===== config.mk =====
export PLATFORM = sky130hd
export DESIGN_NAME = lockstep_fault_counter
export DESIGN_NICKNAME = d
export VERILOG_FILES = /design/src/rtl/ft_pkg.sv /design/src/rtl/lockstep_fault_counter.sv
export SDC_FILE = /design/constraint.sdc
export NUM_CORES = 1
export LEC_CHECK = 0
export BUFFER_PORTS_ARGS = -buffer_cell sky130_fd_sc_hd__buf_2
export CORE_AREA = 8 8 53 55
export DETAILED_ROUTE_END_ITERATION = 8
export DIE_AREA = 0 0 61 63
export HOLD_SLACK_MARGIN = 0.12
export PLACE_DENSITY = 0.44
export SLEW_MARGIN = 15
export SYNTH_ARGS = -nofsm -noshare
export SYNTH_HDL_FRONTEND = slang
export SYNTH_SLANG_ARGS = --single-unit
export TNS_END_PERCENT = 10

===== constraint.sdc =====
create_clock -name clk_i -period 1.7 [get_ports clk_i]
set_input_delay 0.17 -clock clk_i [delete_from_list [all_inputs] [get_ports clk_i]]
set_output_delay 0.17 -clock clk_i [all_outputs]
set_load 0.005 [all_outputs]

===== src/rtl/ft_pkg.sv =====
// Shared types for the lockstep fault-tolerance slice.
// Holds the checker state enum and fault counter width.
package ft_pkg;

  typedef enum logic [1:0] {
    CHECK,
    FLAGGED,
    RECOVER,
    GUARD
  } chk_state_e;

  localparam int FAULT_CNT_W = 8;

endpackage


===== src/rtl/lockstep_fault_counter.sv =====
// Saturating recovered-fault counter with a sticky
// permanent-fault flag raised at the threshold.
module lockstep_fault_counter
  import ft_pkg::*;
#(
  parameter int unsigned FAULT_THRESH = 8
) (
  input  logic                   clk_i,
  input  logic                   rst_ni,
  input  logic                   inc_i,
  output logic [FAULT_CNT_W-1:0] fault_cnt_o,
  output logic                   perm_fault_o
);

  logic [FAULT_CNT_W-1:0] cnt_d, cnt_q;
  logic                   perm_d, perm_q;

  always_comb begin
    cnt_d = cnt_q;
    if (inc_i && (cnt_q != '1)) begin
      cnt_d = cnt_q + FAULT_CNT_W'(1);
    end
    perm_d = perm_q | (32'(cnt_d) >= FAULT_THRESH);
  end

  always_ff @(posedge clk_i or negedge rst_ni) begin
    if (!rst_ni) begin
      cnt_q  <= '0;
      perm_q <= 1'b0;
    end else begin
      cnt_q  <= cnt_d;
      perm_q <= perm_d;
    end
  end

  assign fault_cnt_o  = cnt_q;
  assign perm_fault_o = perm_q;

endmodule


==> metrics <==
most frequent cells after synthesis=dfrtp_1 (9), nand2_1 (4), nor2_1 (4); clock tree sinks=9; Unique masters post-synth=21; relative slew slack=between 80% and 90%; Final setup viols=1; area grow syn2layout=47.6%; asr flop ratio synth=100%; vias in the first global route=between 400 and 500; hold crit path type=input port to asynchronous set/reset pin; Root Buffer=clkbuf_4; clock skew=between 5 and 6 ps; source-to-sink clock delay at the later pin of the worst-skew pair=between 200 and 300 ps; Worst Tran Pin Value=between 200 and 300 ps; Synth area leaders=dfrtp_1 (48%), mux2_4 (6.4%), xor2_1 (5.6%); H-Tree Depth=1; failing checks=negative setup slack; first-pass GRT wire length=2010 microns; initial DRC count=7; I/O Pins=12; Total GRT Usage=about 7%; grt total ovfl=0; Via-to-Cell Ratio=between 4 and 5; die area=a little under 4000 sq um; Num CTS Buffers=3; Post-Route WL=roughly 1100 microns; Tcrit/Tclk final=104%; critical path fanouts, max=3; Critical R2R Capture=perm_fault_o; Crit Path Class=flip-flop to flip-flop; Seq/Total Area, Yosys=47.9%; post-synth top area cell=dfrtp_1; CP arrival=around 1900 ps; CORE AREA=a little over 2000 sq um; GPL Wtd Cong=~0.73; setup slack, reg-to-reg=-60 ps; status=finished with violations; PnR worst setup slack=-60.0 ps; Antenna Violating Nets Remaining=0; # nets final=76; Leak=0.330 nW; Max-cap violations=0; Chip Height=approximately 63 microns; # diodes=0; DR WL/cell=11.5 microns; worst r2r path cells=5; Max VDD drop=695 uV; placed cell count=94; final std cells w/o fill=99; share of cells above drive strength 1=47.9%; Synth warnings=0; pin count of the biggest net entering global routing=10; synthesized cell area=about 470 sq um; max-slew violations=0; DR DRC count=0; Pwr Density=approximately 1600 nW/um^2; synthesized area per cell=10.9 sq um; RSZ-0062 raised after global routing=true; hpwl dp=around 880 microns; Post-synth EDFFs=0; Yosys reg bits=9; post-synth top area share=between 40% and 50%; top_reg_cell synth=dfrtp_1; Die W=61 microns; Highest Clock Rate=0.568 GHz; Vias=between 400 and 500; first drt pass iteration count=2; initial antenna violation count=0; origin of the critical flop-to-flop path=fault_cnt_o[1]; most common cell in the netlist=dfrtp_1; fin util=33.7%; Initial Util=a little under a quarter; CTS max path bufs=2; Worst Setup Start Kind=flip-flop; Buffers on Ports=11; CP Data Required Time=roughly 1800 ps; Reg clk slew, reported paths=70 ps; Post-Syn Nets=47; CP Capture Type=flip-flop; CTS tree=built; Fin. Hold Viols=0; Final min period=1760 ps; FP Rows=17; Cells after Synth=43; total setup buffers inserted after CTS=0
## layout by cell type, fill, tap and decap left out, types with 2 or more instances in the layout
cell      count
buf_2        11
buf_4        12
clkbuf_4      3
dfrtp_1       9
inv_1         3
mux2_4        2
nand2_1       4
nand3_1       2
nand4_1       2
nor2_1        2
nor2_2        2
xnor2_1       2
xor2_1        3
## cells by family after synthesis
logic type	synth area share [%]
AND/OR/NAND/NOR	22.1
flip-flops	47.9
XOR/XNOR	9.31
AO/OA/AOI/OAI	6.92
buffers and inverters	2.39
multiplexers	8.78
adder cells (fa/ha/maj)	2.66
## where the power goes
group          internal, mW  switching, mW
Combinational         0.320          0.247
Sequential            0.302         0.0872
Clock                0.0907         0.0800
## worst max path at each step
stage                    from  slack [ps]           end
6_report       fault_cnt_o[1]         -60  perm_fault_o
5_1_grt        fault_cnt_o[0]        -140  perm_fault_o
4_1_cts        fault_cnt_o[0]         -80  perm_fault_o
3_5_place_dp   fault_cnt_o[0]         -70  perm_fault_o
3_3_place_gp   fault_cnt_o[0]         -60  perm_fault_o
2_1_floorplan  fault_cnt_o[0]        -150  perm_fault_o
## through the flow
step                total power, mW  TNS (ps)  worst slack (ps)  area, sq um  hold slack, ps
global route                   1.24      -139              -139          694             302
detailed placement            0.965     -73.0             -73.0          653            42.5
finish                         1.13     -60.0             -60.0          694             279
floorplan                     0.645      -146              -146          473            -126
global placement              0.961     -57.5             -57.5          653            39.0
CTS                            1.15     -78.0             -78.0          689             279
## worst max-delay path, cell delays in order, from the launching register on
cell     delay [ps]
dfrtp_1         390
ha_2            200
nand4_1         120
nor2_2          120
mux2_4          310
or4_1           490
## state kept, by name (all words and copies together) (netlist names)
register,count
perm_fault_o,1
fault_cnt_o,8
## per-layer routing
layer / wire [microns] / global-route usage, % / part of all wire, %
met2: 458 / 9.13 / 40
met4: 22 / 4.37 / 1.9
met3: 79 / 2.88 / 6.9
met1: 576 / 9.05 / 51
met5: 0 / 0 / 0
## timing repair
item                                    in CTS  in global routing
pin swaps                                    1                  0
hold buffers                                 1                  0
endpoints found under the hold margin        9                  0
endpoints found under the setup margin       1                  1
resized for setup                            0                  2
## cell type report
type | count | area [sq um]
Sequential cell | 9 | 225
Tap cell | 28 | 35.0
Timing Repair Buffer | 24 | 155
Inverter | 3 | 11.3
Clock buffer | 4 | 26.3
Fill cell | 219 | 1370
Multi-Input combinational cell | 31 | 241
Note: power is estimated with default switching activity, not from simulation.
